[config.mk]
export PLATFORM = sky130hd
export DESIGN_NAME = sca_trigger_gen
export DESIGN_NICKNAME = d
export VERILOG_FILES = /design/src/rtl/sca_trigger_gen_pkg.sv /design/src/rtl/sca_trigger_cnt.sv /design/src/rtl/sca_trigger_gen.sv
export SDC_FILE = /design/constraint.sdc
export NUM_CORES = 1
export LEC_CHECK = 0
export ABC_AREA = 1
export CORE_UTILIZATION = 44
export DETAILED_ROUTE_END_ITERATION = 12
export MAX_ROUTING_LAYER = met4
export PLACE_DENSITY = 0.65
export SLEW_MARGIN = 40
export SYNTH_ARGS = -nofsm -noshare
export SYNTH_HDL_FRONTEND = slang
export SYNTH_SLANG_ARGS = --single-unit
export TNS_END_PERCENT = 100
[constraint.sdc]
create_clock -name clk_i -period 5.1 [get_ports clk_i]
set_clock_uncertainty 0.15 [all_clocks]
set_input_delay 1.02 -clock clk_i [delete_from_list [all_inputs] [get_ports clk_i]]
set_output_delay 1.02 -clock clk_i [all_outputs]
set_load 0.01 [all_outputs]
[src/rtl/sca_trigger_gen_pkg.sv]
// Shared types and constants for the SCA capture-trigger generator.
//   trig_mode_e  : trigger drive mode selected by mode_i
//   trig_state_e : pulse/one-shot sequencer states
//   TrigCntW     : width of the trigger event counter
package sca_trigger_gen_pkg;

    typedef enum logic [1:0] {
        MODE_GATED   = 2'd0,
        MODE_PULSE   = 2'd1,
        MODE_ONESHOT = 2'd2,
        MODE_OFF     = 2'd3
    } trig_mode_e;

    typedef enum logic [1:0] {
        ST_IDLE   = 2'd0,
        ST_DELAY  = 2'd1,
        ST_ACTIVE = 2'd2
    } trig_state_e;

    localparam int TrigCntW = 8;

endpackage

[src/rtl/sca_trigger_cnt.sv]
// Saturating event counter for trigger rising edges.
// Ports:
//   clk_i   : clock
//   rst_ni  : asynchronous active-low reset
//   inc_i   : one-cycle increment request
//   count_o : event count, sticks at all-ones
module sca_trigger_cnt
    import sca_trigger_gen_pkg::*;
(
    input  logic                clk_i,
    input  logic                rst_ni,
    input  logic                inc_i,
    output logic [TrigCntW-1:0] count_o
);

    function automatic logic [TrigCntW-1:0] sat_inc(input logic [TrigCntW-1:0] v);
        return (v == {TrigCntW{1'b1}}) ? v : v + TrigCntW'(1);
    endfunction

    always_ff @(posedge clk_i or negedge rst_ni) begin
        if (!rst_ni) begin
            count_o <= '0;
        end else if (inc_i) begin
            count_o <= sat_inc(count_o);
        end
    end

endmodule

[src/rtl/sca_trigger_gen.sv]
// Side-channel capture-trigger generator. Qualifies the software GPIO trigger
// with the busy status of selected crypto cores and drives the trigger pad as
// a gated level or as a delayed fixed-width pulse (optionally armed one-shot).
// Build option: SCA_TRIGGER_GEN_CNT_EN builds the trigger event counter;
// without it count_o is tied to 0.
// Ports:
//   clk_i, rst_ni        : clock, asynchronous active-low reset
//   sw_trigger_i         : software trigger from GPIO
//   src_busy_i/src_sel_i : per-source busy flags and enable mask
//   mode_i               : 0 GATED, 1 PULSE, 2 ONESHOT, 3 OFF
//   delay_i, width_i     : pulse delay and width in cycles (width 0 acts as 1)
//   arm_i                : one-shot arm request
//   trigger_o            : registered trigger to the pad
//   armed_o              : one-shot armed flag
//   busy_o               : sequencer in DELAY or ACTIVE
//   count_o              : saturating count of trigger rising edges
module sca_trigger_gen
    import sca_trigger_gen_pkg::*;
#(
    parameter int NumSources = 4,
    parameter int CntW       = 16
) (
    input  logic                  clk_i,
    input  logic                  rst_ni,
    input  logic                  sw_trigger_i,
    input  logic [NumSources-1:0] src_busy_i,
    input  logic [NumSources-1:0] src_sel_i,
    input  logic [1:0]            mode_i,
    input  logic [CntW-1:0]       delay_i,
    input  logic [CntW-1:0]       width_i,
    input  logic                  arm_i,
    output logic                  trigger_o,
    output logic                  armed_o,
    output logic                  busy_o,
    output logic [7:0]            count_o
);

    trig_mode_e  mode, mode_q;
    trig_state_e state, state_d;
    logic        q_p0, q_p1, rise_p0;
    logic        fire, abort, trig_d, busy_d, armed_d;
    logic [CntW-1:0] dcnt, dcnt_d, wcnt, wcnt_d, wload;

    // Stage p0: qualification, edge detect, sequencer next state
    always_comb begin
        mode    = trig_mode_e'(mode_i);
        q_p0    = sw_trigger_i & (|(src_busy_i & src_sel_i));
        rise_p0 = q_p0 & ~q_p1;
        wload   = (width_i == '0) ? '0 : width_i - CntW'(1);
        // A mode change mid-operation abandons the pulse immediately.
        abort   = (state != ST_IDLE) && (mode != mode_q);
        fire    = (state == ST_IDLE) && rise_p0 &&
                  ((mode == MODE_PULSE) || ((mode == MODE_ONESHOT) && armed_o));

        state_d = state;
        dcnt_d  = dcnt;
        wcnt_d  = wcnt;
        case (state)
            ST_IDLE: begin
                if (fire) begin
                    // Both lengths are captured here so later input changes
                    // cannot stretch an operation already in flight.
                    wcnt_d = wload;
                    if (delay_i != '0) begin
                        state_d = ST_DELAY;
                        dcnt_d  = delay_i - CntW'(1);
                    end else begin
                        state_d = ST_ACTIVE;
                    end
                end
            end
            ST_DELAY: begin
                if (dcnt == '0) state_d = ST_ACTIVE;
                else            dcnt_d  = dcnt - CntW'(1);
            end
            ST_ACTIVE: begin
                if (wcnt == '0) state_d = ST_IDLE;
                else            wcnt_d  = wcnt - CntW'(1);
            end
            default: state_d = ST_IDLE;
        endcase
        if (abort) state_d = ST_IDLE;

        case (mode)
            MODE_GATED:   trig_d = q_p0;
            MODE_PULSE,
            MODE_ONESHOT: trig_d = (state == ST_ACTIVE) && !abort;
            default:      trig_d = 1'b0;
        endcase
        busy_d  = (state != ST_IDLE) && !abort;
        // Set wins over the clear caused by a one-shot fire.
        armed_d = arm_i | (armed_o & ~(fire && (mode == MODE_ONESHOT)));
    end

    // Stage p1: registered control and outputs
    always_ff @(posedge clk_i or negedge rst_ni) begin
        if (!rst_ni) begin
            state     <= ST_IDLE;
            mode_q    <= MODE_OFF;
            q_p1      <= 1'b0;
            trigger_o <= 1'b0;
            busy_o    <= 1'b0;
            armed_o   <= 1'b0;
        end else begin
            state     <= state_d;
            mode_q    <= mode;
            q_p1      <= q_p0;
            trigger_o <= trig_d;
            busy_o    <= busy_d;
            armed_o   <= armed_d;
        end
    end

    always_ff @(posedge clk_i) begin
        dcnt <= dcnt_d;
        wcnt <= wcnt_d;
    end

`ifdef SCA_TRIGGER_GEN_CNT_EN
    logic cnt_inc;
    assign cnt_inc = trig_d & ~trigger_o;

    sca_trigger_cnt u_cnt (
        .clk_i   (clk_i),
        .rst_ni  (rst_ni),
        .inc_i   (cnt_inc),
        .count_o (count_o)
    );
`else
    assign count_o = '0;
`endif

endmodule

After elaboration in Yosys (flattened, before gate mapping). Cells that the tools add are included. W data, S select, Z words.

Output and inout bits: 11. Register bits after elaboration: 40.

Bitwise gates (word level): 7. Muxes and demuxes: 15. Reduce and logical (&&, ||, !) cells: 23. Eq/ne operators: 12. Add/subtract/negate cells: 4.

Operator list (number): $mux W16 (6); $pmux W16 S2 (2); $sub A16 B1 Y16 const B (4); $logic_not A16 Y1 (3); $reduce_bool A16 Y1 (1); $mux W2 (5); $ne A3 B3 Y1 const B (3); $logic_and A1 B1 Y1 (7); $ne A2 B2 Y1 const B (3); $pmux W2 S3 (1); $reduce_and A3 Y1 (2); $reduce_bool A2 Y1 (3); $and A4 B4 Y4 (1); $eq A2 B1 Y1 const B (2); $eq A2 B2 Y1 const B (2); $logic_not A2 Y1 (2); $reduce_and A4 Y1 (1); $reduce_or A4 Y1 (1); $and A1 B1 Y1 (3); $ne A2 B1 Y1 const B (1); $ne A2 B2 Y1 (1); $not A1 Y1 (2); $pmux W1 S2 (1); $reduce_or A2 Y1 (1); other kinds (3) (3).

Longest topological paths before layout.
Word-level depth: 10. Mapped depth: 12. Gate-level depth less buffers: 12.

Worst setup path after synthesis. No wires, ideal clock.

Path kind: input-to-reg. Start point: input port mode_i[0]. End point: register dcnt[0] (enable). Data arrival time: 2.792 ns. Cell stages on the path: 6. Setup time: 0.414 ns. Path slack: 1.744 ns. Required time: 4.536 ns. Path buffers: 0. Path through: inv_1 -> ha_1 -> a21oi_1 -> nor3_1 -> nand2_1 -> a21boi_0.

Cells in the longest elaborated chain, start to end: 6. Elaborated cells on any way between the ends: 7. Classes of those cells: eq/ne (3); reduce/logical (4).

Ends and longest elaborated chain: from (decl) (line sca_trigger_gen.sv:28) `input logic [1:0] mode_i,`; $eq A2 B2 Y1 (line sca_trigger_gen.sv:53) `((mode == MODE_PULSE) || ((mode == MODE_ONESHOT) && armed_o));`; $logic_and A1 B1 Y1 (line sca_trigger_gen.sv:53); $logic_or A1 B1 Y1 (*) (line sca_trigger_gen.sv:53); $logic_and A1 B1 Y1 (*) (line sca_trigger_gen.sv:52) `fire = (state == ST_IDLE) && rise_p0 &&`; $ne A2 B2 Y1 (no line) (*); $reduce_and A4 Y1 (no line) (*); to (signal assigned) (line sca_trigger_gen.sv:115) `dcnt <= dcnt_d;`; to (decl) (line sca_trigger_gen.sv:42) `logic [CntW-1:0] dcnt, dcnt_d, wcnt, wcnt_d, wload;`.

Every way passes the cells marked *; elsewhere a longest branch is shown, timed or not. A chain may end at the register's enable or synchronous reset.

Worst setup path in the final report.
Start point: input port width_i[0]. End point: register wcnt[7], data pin.

Cells in the longest elaborated chain, start to end: 4. Elaborated cells on any way between the ends: 5. Classes of those cells: add/sub (1); mux (3); reduce/logical (1).

Ends and longest elaborated chain: from (decl) (line sca_trigger_gen.sv:30) `input logic [CntW-1:0] width_i,`; $sub A16 B1 Y16 or $logic_not A16 Y1 (tied branches) (line sca_trigger_gen.sv:49) `wload = (width_i == '0) ? '0 : width_i - CntW'(1);`; $mux W16 (*) (line sca_trigger_gen.sv:49); $mux W16 (*) (line sca_trigger_gen.sv:60) `if (fire) begin`; $pmux W16 S2 (*) (line sca_trigger_gen.sv:58) `case (state)`; via wcnt_d[7] (line sca_trigger_gen.sv:42); to (signal assigned) (line sca_trigger_gen.sv:116) `wcnt <= wcnt_d;`; to (decl) (line sca_trigger_gen.sv:42).

Mark *: on every way through the listed nets, which the timed path passes. The rest lies on a longest branch. The select of a mux whose other input is x is not followed.

==> results.cfg <==
[clock_network]
cts_buffers = 5
postCtsHoldBufs = 0
worstSkewPairLatency_ps = 290
cts_tree = done
clkSinkCount = 40
cts_setup_buffers = 0
cts.path.max_buffers = 2
cts-resized-gates = 0
htreeDepth = 2
path_clk_slew_ps = 80
root_buffer = clkbuf_8

[timing]
setup_viol = 0
setup_tns_ps = 0
clock.fmax_mhz = 332.0
hold_ws_ps = 392.0
slew_violations = 0
rsz0062_at_grt = no
finalHoldViolCount = 0
post-route-period-util_pct = 59.06
worst_slack_ps = 2088
tightest_slew_ps = 643.8
max-slew-margin-rel_pct = 56.97
min_period_ps = 3012

[pwr]
vdd_drop_max_uv = 243.6
power.share.switching_pct = 42.98
sequentialPowerShare_pct = 38.3
p_switching_mw = 0.6781
powerDensity_nw_per_um2 = 401.6
p_int_mw = 0.8996
clkPwrFrac_pct = 15.3
cellLeakagePower_nw = 1.762
comb_power_share_pct = 46.4

[routing]
viasPerCell = 4.877
drt_iter0_drc = 113
remaining_drc_errors = 0
drtAntennaViolNets = 0
vias = 2965
firstDrtPassIters = 4
drt_wl_total_um = 7331
wl_per_cell_um = 12.06

[global_route]
grt_pass1_wl_um = 12230
grt_max_degree = 24
grt-ovfl-total = 0
grt_pass1_vias = 2692
antenna_found_initial = 0
track_usage_pct = 21.06

[logic_synthesis]
avgSynthCellArea_um2 = 7.168
synth_cell_type_count = 36
synth-warning-count = 0
ys_ff_latch = 40
syn_area_um2 = 3283
ys_seq_area_share_pct = 35.44
syn_inst = 458

[hold_path]
hold_path_class = register to register

[run_status]
status = complete, no violations

[critical_path]
cpLargestDelayFamily = simple AND/OR/NAND/NOR gates
crit_arrival_ps = 2900
crit_path_frequent_cell = nand3_1
critPathMaxStageDelay_ps = 440
path_buf_inv = 2
crit_type = input pin to register
slowest_stage = nand3_1
critPathMaxFanout = 16
cp_cell_sequence = clkdlybuf4s50_1, inv_1, ha_1, nand3_1, nor2_1, nand3_1, nand3_1, o21ai_0
cp.required_ps = 4980
cp-end-kind = register
start_kind = input pin

[cells_and_area]
layout-drive-gt1-share_pct = 8.644
final_nets = 562
diodes = 0
syn2layout_area_growth_pct = 19.66

[floorplanning]
die_h_um = 88.38
fp.dieW_um = 88.38
rows = 31
die-area_um2 = 7811
core_um2 = 7214
start_util_pct = 45.51
ioPinCount = 57

[place]
hpwl_um = 5876
gp_congestion = 0.8176
pre_cts_slack_ps = 1781
port_buffers = 48

[run]
drv_cap = 0
-- cells by family (layout without fill, tap and decap cells) --
group	Yosys count	count (layout)	synth area share, %
xor+xnor	24	24	6.631
flops	40	40	35.44
compound gates	26	26	4.574
other cells	1	8	0.1142
fa+ha+maj	8	8	3.049
buf+inv	65	109	8.955
simple gates	294	294	41.24
-- path summary, 6_finish.rpt --
| kind | to | start | slack (ps) | depth (start not counted) |
|---|---|---|---|---|
| worst max-delay path | wcnt[7]$_DFFE_PP_ | width_i[0] | 2090 | 8 |
| worst min-delay path | armed_o$_DFF_PN0_ | armed_o$_DFF_PN0_ | 390 | 1 |
| worst max register to register | dcnt[14]$_DFFE_PP_ | state[0]$_DFFE_PN0P_ | 2760 | 8 |
| worst min register to register | armed_o$_DFF_PN0_ | armed_o$_DFF_PN0_ | 390 | 1 |
| max in group asynchronous | mode_q[0]$_DFF_PN1_ | rst_ni | 3650 | 1 |
| min in group asynchronous | armed_o$_DFF_PN0_ | rst_ni | 840 | 1 |
-- cell type report --
cell class | instances | area, um^2
Clock inverter | 1 | 5.005
Inverter | 51 | 191.4
Tap cell | 99 | 123.9
Sequential cell | 40 | 1164
Timing Repair Buffer | 50 | 495.5
Fill cell | 717 | 3286
Clock buffer | 7 | 97.59
Multi-Input combinational cell | 360 | 1852
-- sequential cells by signal (all words and copies together) (netlist names) --
register / count
armed_o: 1
q_p1: 1
wcnt: 16
trigger_o: 1
mode_q: 2
dcnt: 16
busy_o: 1
state: 2
-- placed cells by master (no fill, tap or decap), types with 7 or more instances in the layout --
cell type and count:
o21ai_0 12, conb_1 8, nand2_1 132, nand4_1 11, inv_1 49, ha_1 8, clkdlybuf4s50_1 48, edfxtp_1 32
nor2_1 71, xnor2_1 8, xor2_1 15, nand2_4 7, nor2_2 8, nand2_2 8, nand3_1 37
-- per-stage QoR --
step                      cells  area (um^2)  power [mW]  utilization [%]
after detailed placement    600         3826       1.344            53.04
final                       608         3929       1.578            54.46
after CTS                   608         3929       1.587            54.46
after global placement      600         3826       1.330            53.04
after floorplan             465         3309       1.169                -
after global routing        608         3929       1.704            54.46
-- power by group through the flow --
| stage | clock network (mW) | logic, mW | registers (mW) |
|---|---|---|---|
| after floorplan | 0 | 0.580 | 0.589 |
| after global placement | 0 | 0.722 | 0.608 |
| after detailed placement | 0 | 0.732 | 0.612 |
| after CTS | 0.245 | 0.737 | 0.605 |
| after global routing | 0.257 | 0.827 | 0.620 |
| final | 0.241 | 0.732 | 0.605 |
-- Yosys cell counts (all sizes together) --
| library cell | number | area [um^2] |
|---|---|---|
| ha | 8 | 100.1 |
| nand2 | 147 | 624.4 |
| nand3 | 38 | 202.7 |
| nor2 | 82 | 359.1 |
| nand3b | 5 | 37.54 |
| edfxtp | 32 | 960.9 |
| a21oi | 6 | 30.03 |
| a21boi | 1 | 7.510 |
| and2 | 4 | 25.02 |
| nand4 | 11 | 68.82 |
| xnor2 | 8 | 70.07 |
| xor2 | 16 | 147.7 |
| dfstp | 2 | 52.55 |
| nor3 | 6 | 30.03 |
| or2 | 1 | 6.260 |
| conb | 1 | 3.750 |
| clkbuf | 1 | 3.750 |
| inv | 51 | 191.4 |
| o21ai | 18 | 105.1 |
| a21o | 1 | 7.510 |
| dfrtp | 6 | 150.1 |
| buf | 13 | 98.83 |
-- routing by layer --
layer	vias to the layer above	wire length [um]	GRT usage, %
li1	1544	-	-
met1	1358	3396	26.89
met2	57	3584	35.03
met3	6	271	3.265
met4	0	79	5.132
met5	-	0	-
-- worst register-to-register path, stage by stage, from the launching register on --
cell,delay [ps]
dfrtp_1,520
nand2_4,270
o21ai_1,350
ha_1,340
inv_1,60
nor2_1,230
nand2_1,90
nand2_1,60
nand2_1,40
(Power assumes the default switching activity.)
